**config.mk**
```make
export PLATFORM = sky130hd
export DESIGN_NAME = name_entry_buffer
export DESIGN_NICKNAME = d
export VERILOG_FILES = /design/src/rtl/name_entry_pkg.sv /design/src/rtl/key_classify.sv /design/src/rtl/name_entry_buffer.sv
export SDC_FILE = /design/constraint.sdc
export NUM_CORES = 1
export LEC_CHECK = 0
export CORE_MARGIN = 10
export CORE_UTILIZATION = 25
export CTS_BUF_LIST = sky130_fd_sc_hd__clkbuf_4 sky130_fd_sc_hd__clkbuf_8 sky130_fd_sc_hd__clkbuf_16
export DETAILED_ROUTE_END_ITERATION = 12
export SYNTH_ARGS = -nofsm -noshare
export SYNTH_HDL_FRONTEND = slang
export SYNTH_HIERARCHICAL = 1
export SYNTH_SLANG_ARGS = --single-unit
```
**constraint.sdc**
```tcl
create_clock -name clk -period 2.5 [get_ports clk]
set_clock_uncertainty 0.1 [all_clocks]
set_input_delay 0.25 -clock clk [delete_from_list [all_inputs] [get_ports clk]]
set_output_delay 0.25 -clock clk [all_outputs]
set_load 0.05 [all_outputs]
```
**src/rtl/name_entry_pkg.sv**
```systemverilog
// Shared key-code constants and controller state encoding for the name entry buffer.
package name_entry_pkg;

  localparam logic [7:0] KEY_LETTER_MIN = 8'h00;
  localparam logic [7:0] KEY_LETTER_MAX = 8'h19;
  localparam logic [7:0] KEY_DIGIT_MIN  = 8'h34;
  localparam logic [7:0] KEY_DIGIT_MAX  = 8'h3D;
  localparam logic [7:0] KEY_UNKNOWN    = 8'h61;
  localparam logic [7:0] KEY_BKSP       = 8'h62;
  localparam logic [7:0] KEY_ENTER      = 8'h63;

  typedef enum logic {
    ST_EDIT = 1'b0,
    ST_HOLD = 1'b1
  } state_t;

  // Wrapping subtraction turns an inclusive range test into a single compare.
  function automatic logic key_in_range(input logic [7:0] code,
                                        input logic [7:0] lo,
                                        input logic [7:0] hi);
    return (code - lo) <= (hi - lo);
  endfunction

endpackage

```
**src/rtl/key_classify.sv**
```systemverilog
// Combinational decode of a key code into printable / backspace / enter / invalid classes.
module key_classify
  import name_entry_pkg::*;
#(
  parameter int ALLOW_DIGITS = 1
) (
  input  logic [7:0] i_key_code,
  output logic       o_printable,
  output logic       o_backspace,
  output logic       o_enter,
  output logic       o_invalid
);

  logic w_letter;
  logic w_digit;

  always_comb begin
    w_letter    = key_in_range(i_key_code, KEY_LETTER_MIN, KEY_LETTER_MAX);
    w_digit     = (ALLOW_DIGITS != 0) && key_in_range(i_key_code, KEY_DIGIT_MIN, KEY_DIGIT_MAX);
    o_printable = w_letter | w_digit;
    o_backspace = (i_key_code == KEY_BKSP);
    o_enter     = (i_key_code == KEY_ENTER);
    o_invalid   = ~(o_printable | o_backspace | o_enter);
  end

endmodule

```
**src/rtl/name_entry_buffer.sv**
```systemverilog
// Keyboard-driven name editor: live slot buffer, backspace, and an enter-triggered
// commit snapshot held until the consumer handshakes it away.
module name_entry_buffer
  import name_entry_pkg::*;
#(
  parameter int MAX_LEN      = 10,
  parameter int CHAR_W       = 6,
  parameter int ALLOW_DIGITS = 1
) (
  input  logic                      clk,
  input  logic                      reset_n,
  input  logic                      key_valid,
  input  logic [7:0]                key_code,
  output logic [MAX_LEN*CHAR_W-1:0] name,
  output logic [4:0]                length,
  output logic                      full,
  output logic                      commit_valid,
  output logic [MAX_LEN*CHAR_W-1:0] commit_name,
  output logic [4:0]                commit_len,
  input  logic                      commit_ready,
  output logic                      char_pulse,
  output logic                      bksp_pulse,
  output logic                      reject_pulse
);

  state_t                      r_state;
  state_t                      w_state_nxt;
  logic [CHAR_W-1:0]           r_slot [MAX_LEN];
  logic [4:0]                  r_len;
  logic [MAX_LEN*CHAR_W-1:0]   r_commit_name;
  logic [4:0]                  r_commit_len;
  logic                        r_char_pulse;
  logic                        r_bksp_pulse;
  logic                        r_reject_pulse;

  logic                        w_printable;
  logic                        w_backspace;
  logic                        w_enter;
  logic                        w_invalid;
  logic                        w_full;
  logic                        w_append;
  logic                        w_remove;
  logic                        w_commit;
  logic                        w_reject;
  logic [CHAR_W-1:0]           w_char;
  logic [MAX_LEN*CHAR_W-1:0]   w_name;

  key_classify #(
    .ALLOW_DIGITS (ALLOW_DIGITS)
  ) u_key_classify (
    .i_key_code  (key_code),
    .o_printable (w_printable),
    .o_backspace (w_backspace),
    .o_enter     (w_enter),
    .o_invalid   (w_invalid)
  );

  // Anything not explicitly accepted below (including w_invalid keys) is rejected.
  always_comb begin
    w_full   = (r_len == 5'(MAX_LEN));
    w_char   = CHAR_W'(key_code) + CHAR_W'(1);
    w_append = key_valid & w_printable & ~w_full;
    w_remove = key_valid & w_backspace & (r_len != 5'd0);
    w_commit = key_valid & w_enter & (r_state == ST_EDIT) & (r_len != 5'd0);
    w_reject = key_valid & ~(w_append | w_remove | w_commit);
  end

  always_comb begin
    w_name = '0;
    for (int unsigned i = 0; i < MAX_LEN; i++) begin
      w_name[i*CHAR_W +: CHAR_W] = r_slot[i];
    end
  end

  always_comb begin
    w_state_nxt = r_state;
    case (r_state)
      ST_EDIT: if (w_commit)     w_state_nxt = ST_HOLD;
      ST_HOLD: if (commit_ready) w_state_nxt = ST_EDIT;
      default:                   w_state_nxt = ST_EDIT;
    endcase
  end

  always_ff @(posedge clk or negedge reset_n) begin
    if (!reset_n) begin
      r_state <= ST_EDIT;
    end else begin
      r_state <= w_state_nxt;
    end
  end

  always_ff @(posedge clk or negedge reset_n) begin
    if (!reset_n) begin
      for (int unsigned i = 0; i < MAX_LEN; i++) begin
        r_slot[i] <= '0;
      end
      r_len          <= '0;
      r_commit_name  <= '0;
      r_commit_len   <= '0;
      r_char_pulse   <= 1'b0;
      r_bksp_pulse   <= 1'b0;
      r_reject_pulse <= 1'b0;
    end else begin
      if (w_commit) begin
        r_commit_name <= w_name;
        r_commit_len  <= r_len;
        for (int unsigned i = 0; i < MAX_LEN; i++) begin
          r_slot[i] <= '0;
        end
        r_len <= '0;
      end else if (w_append) begin
        for (int unsigned i = 0; i < MAX_LEN; i++) begin
          if (5'(i) == r_len) r_slot[i] <= w_char;
        end
        r_len <= r_len + 5'd1;
      end else if (w_remove) begin
        for (int unsigned i = 0; i < MAX_LEN; i++) begin
          if (5'(i) == (r_len - 5'd1)) r_slot[i] <= '0;
        end
        r_len <= r_len - 5'd1;
      end
      r_char_pulse   <= w_append;
      r_bksp_pulse   <= w_remove;
      r_reject_pulse <= w_reject;
    end
  end

  always_comb begin
    name         = w_name;
    length       = r_len;
    full         = w_full;
    commit_valid = (r_state == ST_HOLD);
    commit_name  = r_commit_name;
    commit_len   = r_commit_len;
    char_pulse   = r_char_pulse;
    bksp_pulse   = r_bksp_pulse;
    reject_pulse = r_reject_pulse;
  end

endmodule
```
Yosys cells after proc, flatten, opt, wreduce, memory -nomap -nowiden
Cells that the tools add are included.

Bitwise operators: 14. Equality and inequality tests: 31. $add $sub $neg: 4. Muxes and demuxes: 29. Magnitude comparators: 2. Div/mod/pow operators: 0. Shifts and indexed selects: 0. Reductions and logical operators: 24. Multiply operators: 0.

Operator list (count): $mux W60 (3); $mux W6 (20); $eq A3 B5 Y1 const A (8); $reduce_bool A3 Y1 (11); $ne A3 B1 Y1 const B (10); $reduce_and A3 Y1 (10); $eq A2 B5 Y1 const A (4); $eq A4 B5 Y1 const A (4); $eq A8 B7 Y1 const B (2); $mux W5 (3); $eq A1 B5 Y1 const A (2); $logic_not A5 Y1 (2); $and A1 B1 Y1 (8); $le A8 B4 Y1 const B (1); $le A8 B5 Y1 const B (1); $sub A8 B6 Y8 const B (1); $add A6 B1 Y6 const B (1); $add A5 B1 Y5 const B (1); $eq A5 B4 Y1 const B (1); $reduce_bool A5 Y1 (1); $sub A5 B1 Y5 const B (1); $not A1 Y1 (3); $or A1 B1 Y1 (3); $mux W1 (2); $pmux W1 S2 (1).

Input bits: 12. Memory bits (writable): 0. Bits in latches: 0. Register bits after elaboration: 134. Bits in read-only memories: 0. Memories: 0. Output and inout port bits: 135.

Logic depth before layout (Yosys ltp)
Gate-level depths: netlist of the first run.

Depth after elaboration: 9. Mapped depth: 10. Mapped depth without buffers: 9.

Hierarchy
The synthesis of the first run kept the hierarchy.

By module, submodules not included: name_entry_buffer (sequential area each 3353.2 um2, cells each 586, area an instance 5967.0 um2, times used 1); key_classify (sequential area each 0.0 um2, cells each 11, area an instance 78.8 um2, times used 1).

Worst setup path before layout of the first run
OpenSTA, ideal clock, no wires.

Kind: flip-flop to flip-flop. Start point: reg r_len[0], in the netlist length[0]. End point: reg r_slot, in the netlist name[2]. Period minus slack after synthesis: 2.949 ns. Arrival: 2.716 ns. Library setup time: 0.133 ns. Stages on the path, launching flop included: 10. Setup slack: -0.449 ns. Path through: dfrtp_1 -> inv_1 -> ha_1 -> nand4bb_1 -> clkinv_1 -> o311ai_1 -> buf_4 -> o22ai_2 -> mux2i_1 -> o21ai_0.

Longest elaborated chain between the ends: 5. Elaborated cells between the ends (all ways): 15. Classes of those cells: add/sub: 1; eq/ne: 2; mux: 2; bitwise: 4; reduce/logical: 6.

RTL lines: start, declared (RTL line name_entry_buffer.sv:29) `logic [4:0] r_len;`; start signal, assigned (RTL line name_entry_buffer.sv:115) `r_len <= r_len + 5'd1;`; start signal, assigned (RTL line name_entry_buffer.sv:120) `r_len <= r_len - 5'd1;`; $eq A5 B4 Y1 * (RTL line name_entry_buffer.sv:60) `w_full = (r_len == 5'(MAX_LEN));`; named net full (RTL line name_entry_buffer.sv:16) `output logic full,`; $not A1 Y1 * (RTL line name_entry_buffer.sv:62) `w_append = key_valid & w_printable & ~w_full;`; $and A1 B1 Y1 * (RTL line name_entry_buffer.sv:62); $ne A3 B1 Y1 (no line) (tied with other cells); $reduce_and A3 Y1 (no line) / $mux W60 (equally long branches); end signal, assigned by index (RTL line name_entry_buffer.sv:113) `if (5'(i) == r_len) r_slot[i] <= w_char;`; end, declared (RTL line name_entry_buffer.sv:28) `logic [CHAR_W-1:0] r_slot [MAX_LEN];`.

Mark *: on every way through the listed nets, which the timed path passes. The rest lies on a longest branch. A chain may end at the register's enable or synchronous reset.

Worst setup path in the final report of the first run
Start point: in key_code[5]. End point: reg r_slot, in the netlist name[52].

Elaborated cells between the ends (all ways): 19. Classes of those cells: add/sub: 1; order compare: 2; eq/ne: 3; mux: 2; bitwise: 8; reduce/logical: 3.

RTL lines: start, declared (RTL line name_entry_buffer.sv:13) `input logic [7:0] key_code,`; $eq A8 B7 Y1 * (RTL line key_classify.sv:22) `o_enter = (i_key_code == KEY_ENTER);`; named net w_enter (RTL line name_entry_buffer.sv:38) `logic w_enter;`; $and A1 B1 Y1 * (3 in series) (RTL line name_entry_buffer.sv:64) `w_commit = key_valid & w_enter & (r_state == ST_EDIT) & (r_len != 5'd0);`; $ne A3 B1 Y1 (no line) / $reduce_bool A3 Y1 (equally long branches); $reduce_and A3 Y1 (no line).

Marks and branches as above.

==> reports/metrics.cfg, run 1 <==
[placement]
place.port_buffers = 146
place.detailed.hpwl_mm = 14.1
place_congestion = 0.825
place_ws_ps = -693
cell_count_after_placement = 1099

[synthesis]
syn_nets = 614
ys.warnings.count = 6
synth.avg_cell_area_um2 = 10.1
post_synth_inst_count = 596
mappedNetlistArea_mm2 = 0.00604

[worst_setup_path]
critical-path-slowest-cell = sky130_fd_sc_hd__clkdlybuf4s50_1
arrival_ps = 2570
path_max_fanout = 10
critical_path.n_buffers_inverters = 3
max_stage_delay_ps = 490
regToRegStartpoint = length[1]
timing.critical_path.to_type = flip-flop
worstSetupStartpointType = primary input
timing.critical_path.to = name[52]
timing.critical_path.max_delay_family = simple AND/OR/NAND/NOR gates
critical_path.startpoint = key_code[5]
required_ps = 2690
timing.setup.critical_path_class = in2reg
regToRegSetupSlack_ps = 120
reg2reg_depth = 10
regToRegEndpoint = name[1]
crit_cells = 11
crit_chain = clkdlybuf4s50_1 -> nand4b_1 -> or3_4 -> nor3b_2 -> nor2b_4 -> buf_6 -> and3_4 -> nor2_4 -> o21ai_1 -> buf_4 -> o21ai_0

[routing]
ant_nets = 0
detailroute.wirelength.met3_mm = 1.19
drt-wirelength-per-cell_um = 17.5
detailroute.via_count = 4977
drc_errors = 0
viasPerCell = 4.34
top_signal_layer_used = met4
detailroute.wirelength.met2_mm = 9.74
detailed_route_wl_mm = 20.1
drt_first_iter_violations = 298
firstDrtPassIters = 4
drt-met1-wl_mm = 8.81

[timing]
hold-worst-slack_ps = 212
finalSetupViolations = 0
worst_slew_pin_slew_ps = 622
maxSlewViolCount = 0
relSlewSlack_pct = 58.5
hold_viol_final = 0
fin_crit_ps = 2390
finalWorstSetupSlack_ps = 115
layout_worst_path_cycle_share_pct = 95.4
fmax_mhz = 419

[layout]
syn_to_final_growth_pct = 55.8
fill_cells = 2372
diodes = 0
layout.cells.non_filler = 1146
fin_nets = 832
post-route-util_pct = 39.8
layout-drive-gt1-share_pct = 17.9

[hold_path]
type_of_the_tightest_min_delay_check = in2async

[cts]
clkTransAtPathRegs_ps = 60
cts_tree = built
worst_skew_pair.late_latency_ps = 410
h-tree-depth = 4
clock_path_buffers = 2
clock_tree.root_cell = sky130_fd_sc_hd__clkbuf_16
cts-buffers-inserted = 17
sinks_on_the_clock_net = 134

[global_routing]
first_global_vias = 5178
wire_length_of_the_first_global_routing_pass_mm = 31.1
grt_start_max_net_pins = 130
gr_usage_total_pct = 13.1
antenna_violations_before_repair = 0
gr-total-overflow = 0

[power]
total_switching_power_mw = 2.42
p_int_mw = 4.86
vdd_drop_max_mv = 0.451
power.share.sequential_pct = 32.6
p_sw_share_pct = 33.2
comb_power_share_pct = 29.8
pwr_density_cell_mw_per_mm2 = 775
power.share.clock_pct = 37.5
post-layout-total-power_mw = 7.29
cellLeakagePower_nw = 4.26

[floorplanning]
boundaryPins = 147
die_area_mm2 = 0.0308
initial_utilization_pct = 25.6
floorplan.core_area_mm2 = 0.0236
die_width_um = 175
die_h_um = 175
placementRows = 56

[run_status]
run_status = finished clean

[flow_run]
maxCapViolCount = 0

per-stage QoR:
step,instance area [um2],TNS [ps]
finish,9410,0
global route,9410,-214
floorplan,6040,0
detailed placement,8350,-56440
CTS,9110,0
global placement,8350,-51820
sequential cells by signal (all words and copies together), names as in the netlist:
| name | count |
|---|---|
| commit_name | 60 |
| name | 60 |
| commit_len | 5 |
| length | 5 |
| bksp_pulse | 1 |
| char_pulse | 1 |
| commit_valid | 1 |
| reject_pulse | 1 |
worst min path at each step:
stage          startpoint  cells after the start              end
2_1_floorplan     reset_n                      0       bksp_pulse
3_3_place_gp      reset_n                      1  commit_name[21]
3_5_place_dp      reset_n                      1  commit_name[19]
4_1_cts           reset_n                      2  commit_name[19]
5_1_grt           reset_n                      2  commit_name[19]
6_report          reset_n                      2  commit_name[19]
placed cells by master (no fill, tap or decap), types with 6 or more instances in the layout:
cell type,count
sky130_fd_sc_hd__buf_12,14
sky130_fd_sc_hd__buf_4,58
sky130_fd_sc_hd__dfrtp_1,132
sky130_fd_sc_hd__nand2_1,84
sky130_fd_sc_hd__buf_6,6
sky130_fd_sc_hd__clkbuf_16,17
sky130_fd_sc_hd__clkdlybuf4s50_1,140
sky130_fd_sc_hd__nor2_1,7
sky130_fd_sc_hd__mux2i_1,61
sky130_fd_sc_hd__o21ai_1,58
sky130_fd_sc_hd__o21ai_4,8
sky130_fd_sc_hd__inv_1,64
sky130_fd_sc_hd__o21ai_0,80
power by group through the flow:
stage          logic, mW  clock network, mW  registers, mW
2_1_floorplan      0.662                  0           2.88
6_report            2.17               2.73           2.38
3_3_place_gp        2.04                  0           2.41
5_1_grt             2.33               2.91           2.39
3_5_place_dp        2.03                  0           2.41
4_1_cts             2.07               2.80           2.38
what timing repair did:
action,4_1_cts,5_1_grt
hold buffers,1,0
buffers inserted,2,12
pin swaps,1,12
gates resized for setup,16,24
gates cloned,0,0
hold endpoints to repair,38,0
endpoints found under the setup margin,61,66
per-layer routing:
layer	track usage, %	vias to the layer above
met3	4.59	20
met2	21.7	96
met1	15.7	2388
met4	3.71	0
met5	0	-
li1	-	2473
final cells by class:
class	count	area [um2]	share of cell area (%)
sequential	134	3360	35.7
multi-input combinational	371	2510	26.7
timing repair buffer	223	2240	23.9
clock buffer	21	474	5.04
tap	319	399	4.24
inverter	67	256	2.73
clock inverter	11	169	1.80
No activity file was read; power rests on OpenSTA's default activity.
==> run 2: changes to the inputs <==
- ABC_AREA: not set -> 1
- CELL_PAD_IN_SITES_DETAIL_PLACEMENT: not set -> 1
- CELL_PAD_IN_SITES_GLOBAL_PLACEMENT: not set -> 1
- PLACE_DENSITY_LB_ADDON: not set -> 0.1
==> reports/metrics.cfg, run 2 <==
[hold_path]
type_of_the_tightest_min_delay_check = in2async

[global_routing]
first_global_vias = 5876
wire_length_of_the_first_global_routing_pass_mm = 33.7
antenna_violations_before_repair = 0
gr_usage_total_pct = 13.7
grt_start_max_net_pins = 52
gr-total-overflow = 0

[layout]
layout-drive-gt1-share_pct = 12.8
seqCellArea_mm2 = 0.00335
syn_to_final_growth_pct = 41.7
post-route-util_pct = 36.1
fill_cells = 2871
multi_input_comb_area_mm2 = 0.00258
fin_nets = 913
commonest_non_fill_non_tap_cells_in_the_layout = 362 x sky130_fd_sc_hd__nand2_1, 143 x sky130_fd_sc_hd__clkdlybuf4s50_1, 134 x sky130_fd_sc_hd__dfrtp_1
diodes = 0
most_common_cell_after_layout_fill_and_taps_aside = sky130_fd_sc_hd__nand2_1

[timing]
fin_crit_ps = 2350
layout_worst_path_cycle_share_pct = 94.1
relSlewSlack_pct = 61.1
finalSetupViolations = 0
setup-tns-final_ps = 0
worst_slew_pin_slew_ps = 582
unrepaired_setup_endpoints_after_global_routing = false
hold_viol_final = 0
maxSlewViolCount = 0
fmax_mhz = 425

[power]
vdd_drop_max_mv = 0.388
cellLeakagePower_nw = 4.59
pwr_density_cell_mw_per_mm2 = 752
post-layout-total-power_mw = 6.63

[worst_setup_path]
max_stage_delay_ps = 930
required_ps = 2150
timing.critical_path.to_type = output pin
timing.setup.critical_path_class = reg2out
timing.critical_path.max_delay_family = buffers and inverters
worstSetupStartpointType = flip-flop
critical_path.n_buffers_inverters = 1
critical-path-slowest-cell = sky130_fd_sc_hd__clkdlybuf4s50_1
crit_chain = clkdlybuf4s50_1
path_max_fanout = 9
arrival_ps = 2000

[routing]
drt_first_iter_violations = 269
drt-wirelength-per-cell_um = 16.9
firstDrtPassIters = 4
drc_errors = 0
detailed_route_wl_mm = 20.8
detailroute.via_count = 5347
ant_nets = 0
viasPerCell = 4.34

[floorplanning]
die_h_um = 178
floorplan.core_area_mm2 = 0.0244
die_width_um = 178
initial_utilization_pct = 25.5
placementRows = 57
boundaryPins = 147
die_area_mm2 = 0.0316

[synthesis]
post_synth_inst_count = 725
mappedNetlistArea_mm2 = 0.00622
ys.warnings.count = 6
syn_nets = 743
synth.avg_cell_area_um2 = 8.58

[cts]
sinks_on_the_clock_net = 134
cts-buffers-inserted = 17
clkTransAtPathRegs_ps = 60
worst_skew_pair.late_latency_ps = 420
h-tree-depth = 4
cts_tree = built
clock_path_buffers = 2
clock_tree.root_cell = sky130_fd_sc_hd__clkbuf_16
post-cts-setup-buffer-count = 0

[run_status]
run_status = finished clean

[placement]
place_congestion = 0.800
place.port_buffers = 146
place.detailed.hpwl_mm = 15.5

[flow_run]
maxCapViolCount = 0

[run 2: what timing repair did]
action / 4_1_cts / 5_1_grt
setup endpoints to repair: 0 / 24
resized for setup: 0 / 2
hold buffers: 1 / 0
hold endpoints to repair: 40 / 0
[run 2: final timing paths]
check,cells past startpoint,startpoint,end,slack (ps)
max,1,length[3],length[3],150
min,2,reset_n,commit_name[19],230
max reg2reg,12,length[0],name[56],300
min reg2reg,2,commit_name[37],commit_name[37],380
max in group asynchronous,3,reset_n,commit_name[51],1440
min in group clk,2,commit_ready,commit_valid,280
[run 2: cell type report]
type | count | area share [%]
well taps | 324 | 4.60
inverters | 33 | 1.43
repair buffers | 172 | 19.8
clock buffers | 19 | 5.07
clock inverters | 12 | 1.76
flip-flops and latches | 134 | 38.1
multi-input cells | 537 | 29.2
[run 2: power breakdown]
group / switching [mW] / internal (mW)
registers: 0.153 / 2.25
logic: 1.15 / 0.487
clock network: 0.990 / 1.60
total: 2.29 / 4.34
[run 2: stage by stage]
stage          hold slack [ps]  instance area, um2  instances  worst slack [ps]
2_1_floorplan             -146                6220        725              81.6
3_3_place_gp               110                8190       1199              62.9
3_5_place_dp               119                8190       1199             -31.4
4_1_cts                    240                8800       1231              67.7
5_1_grt                    262                8810       1231              76.8
6_report                   227                8810       1231               147
[run 2: per-layer routing]
layer	track usage (%)	vias up	routed length [um]
met4	3.54	0	196
met3	4.14	14	1340
li1	-	2612	-
met2	22.4	112	10000
met5	0	-	0
met1	17.2	2609	9220
==> RTL change: new RTL, config.mk and constraints of run 1 <==
`ALLOW_DIGITS` is set to 1 in 2 places; all go to 0.
--- a/src/rtl/key_classify.sv
+++ b/src/rtl/key_classify.sv
@@ -4,3 +4,3 @@
 #(
-  parameter int ALLOW_DIGITS = 1
+  parameter int ALLOW_DIGITS = 0
 ) (
--- a/src/rtl/name_entry_buffer.sv
+++ b/src/rtl/name_entry_buffer.sv
@@ -7,3 +7,3 @@
   parameter int CHAR_W       = 6,
-  parameter int ALLOW_DIGITS = 1
+  parameter int ALLOW_DIGITS = 0
 ) (
Formal check against the unedited RTL: not equivalent (Yosys sat finds a counterexample within 4 cycles, from zero or initial values and one cycle with reset_n low).
==> RTL change against run 1 <==
Area after synthesis shrank 0.33%; wire length shrank 0.68%; power shrank 5.6%; worst setup slack lost 0.024 ns; clock power shrank 6%; worst hold slack gained 0.023 ns; sequential cell count is the same; final cell count grew 0.17%; combinational power shrank 10%; design area shrank 0.72%.
==> RTL change: results (changes against run 1) <==
Route
  • Routed vias/inst: 4.335 (-0.17%)
  • WL per Instance: 17.36 um (-0.86%)
  • DR iter-0 viols: 304 (+2.0%)

Global route
  • First-pass GRT wire length: 30860 um (-0.76%)
  • Overflow after GRT: 0 (unchanged)
  • GR Util All Layers: 13.03% (-0.047 points)
  • Largest net degree at the start of global routing: 69 (-47%)
  • Vias in the first global route: 5067 (-2.1%)

Layout
  • Fillers: 2335 (-1.6%)
  • Final nets: 834 (+0.24%)
  • Layout cells sized above 1: 18.21% (+0.32 points)

Worst hold path
  • Hold Crit Class: input pin to asynchronous set/reset pin

Critical path
  • Worst path arrival time: 2.62 ns (+0.05 ns)
  • CP max FO: 6 (-4)

Place
  • GPL Wtd Cong: 0.8225 (-0.33%)
  • Dpl cells: 1105 (+0.55%)
  • Hpwl dp: 14090 um (-0.27%)
  • Post-DP Area: 8521 sq um (+2.0%)

Pwr
  • P_int: 4594 uW (-5.6%)
  • Leakage: 0.004237 uW (-0.52%)
  • VDD IR max: 0.0003721 V (-18%)

STA
  • Slew @ Worst Pin: 0.5966 ns (-0.02505 ns)

CTS
  • CTS root buf: clkbuf_16

Outcome
  • Outcome: complete, no violations

Synthesis
  • Syn nets: 610 (-0.65%)
  • Syn Area/Cell: 10.16 sq um (+0.34%)
  • Mapped Area: 6016 sq um (-0.33%)
## RTL change: changes by cell type in the layout (fill, tap and decap cells not counted), sizes merged, moves of 2 or more
cell / before / now
clkinvlp: 1 / 3
o21ai: 149 / 146
dlymetal6s2s: 4 / 0
buf: 78 / 83
bufinv: 4 / 2
clkdlybuf4s50: 140 / 144
## RTL change: critical path: stages (launching register included)
cell and delay [ns]:
dfrtp_2 0.39, inv_1 0.08, buf_4 0.11, ha_2 0.22, nand4bb_4 0.16, nand2_2 0.13
buf_12 0.14, buf_4 0.14, inv_2 0.10, buf_4 0.16, o41ai_2 0.36, xnor2_1 0.16
nor2_1 0.06
## RTL change: through the flow
| stage | setup slack [ns] | utilization [%] |
|---|---|---|
| global route | -0.007843 | 39.67 |
| finish | 0.09066 | 39.67 |
| floorplan | 0.02624 | - |
| CTS | 0.02815 | 39.26 |
| global placement | -0.4873 | 36.19 |
| detailed placement | -0.5167 | 36.19 |
## RTL change: final timing paths
path | endpoint | startpoint | cells past startpoint | slack, ns
min in group clk | commit_valid$_DFF_PN0_ | commit_ready | 2 | 0.29
max in group asynchronous | commit_name[12]$_DFFE_PN0N_ | reset_n | 3 | 1.33
worst max register to register | length[3]$_DFFE_PN0P_ | length[0]$_DFFE_PN0P_ | 12 | 0.09
worst max-delay path | length[3]$_DFFE_PN0P_ | length[0]$_DFFE_PN0P_ | 12 | 0.09
worst min-delay path | commit_name[18]$_DFFE_PN0N_ | reset_n | 2 | 0.23
worst min register to register | commit_len[2]$_DFFE_PN0N_ | commit_len[2]$_DFFE_PN0N_ | 2 | 0.37
## RTL change: power groups by stage
stage / combinational (uW) / sequential (uW) / clock [uW]
floorplan: 610 / 2810 / 0
global placement: 1870 / 2400 / 0
detailed placement: 1870 / 2400 / 0
CTS: 1900 / 2360 / 2650
global route: 2090 / 2380 / 2740
finish: 1950 / 2360 / 2570
## RTL change: area by class of cell
| type | count | share of cell area, % |
|---|---|---|
| clock inverters | 10 | 1.273 |
| repair buffers | 228 | 24.61 |
| well taps | 319 | 4.274 |
| multi-input cells | 368 | 26.00 |
| inverters | 67 | 2.747 |
| clock buffers | 22 | 5.158 |
| flip-flops and latches | 134 | 35.93 |
## RTL change: metal layers
layer  track usage [%]  share of wire [%]  vias to the layer above
met5                 0                  0                        -
met4             4.062                1.5                        0
li1                  -                  -                     2460
met3             3.966                5.9                       17
met1             16.52                 45                     2376
met2             20.81                 47                      124
## RTL change: repair_timing
action / in CTS / in global routing
hold buffers: 1 / 0
hold endpoints to repair: 48 / 0
cloned: 0 / 1
pin swaps: 4 / 2
gates resized for setup: 6 / 13
endpoints found under the setup margin: 61 / 59
setup buffers: 8 / 1
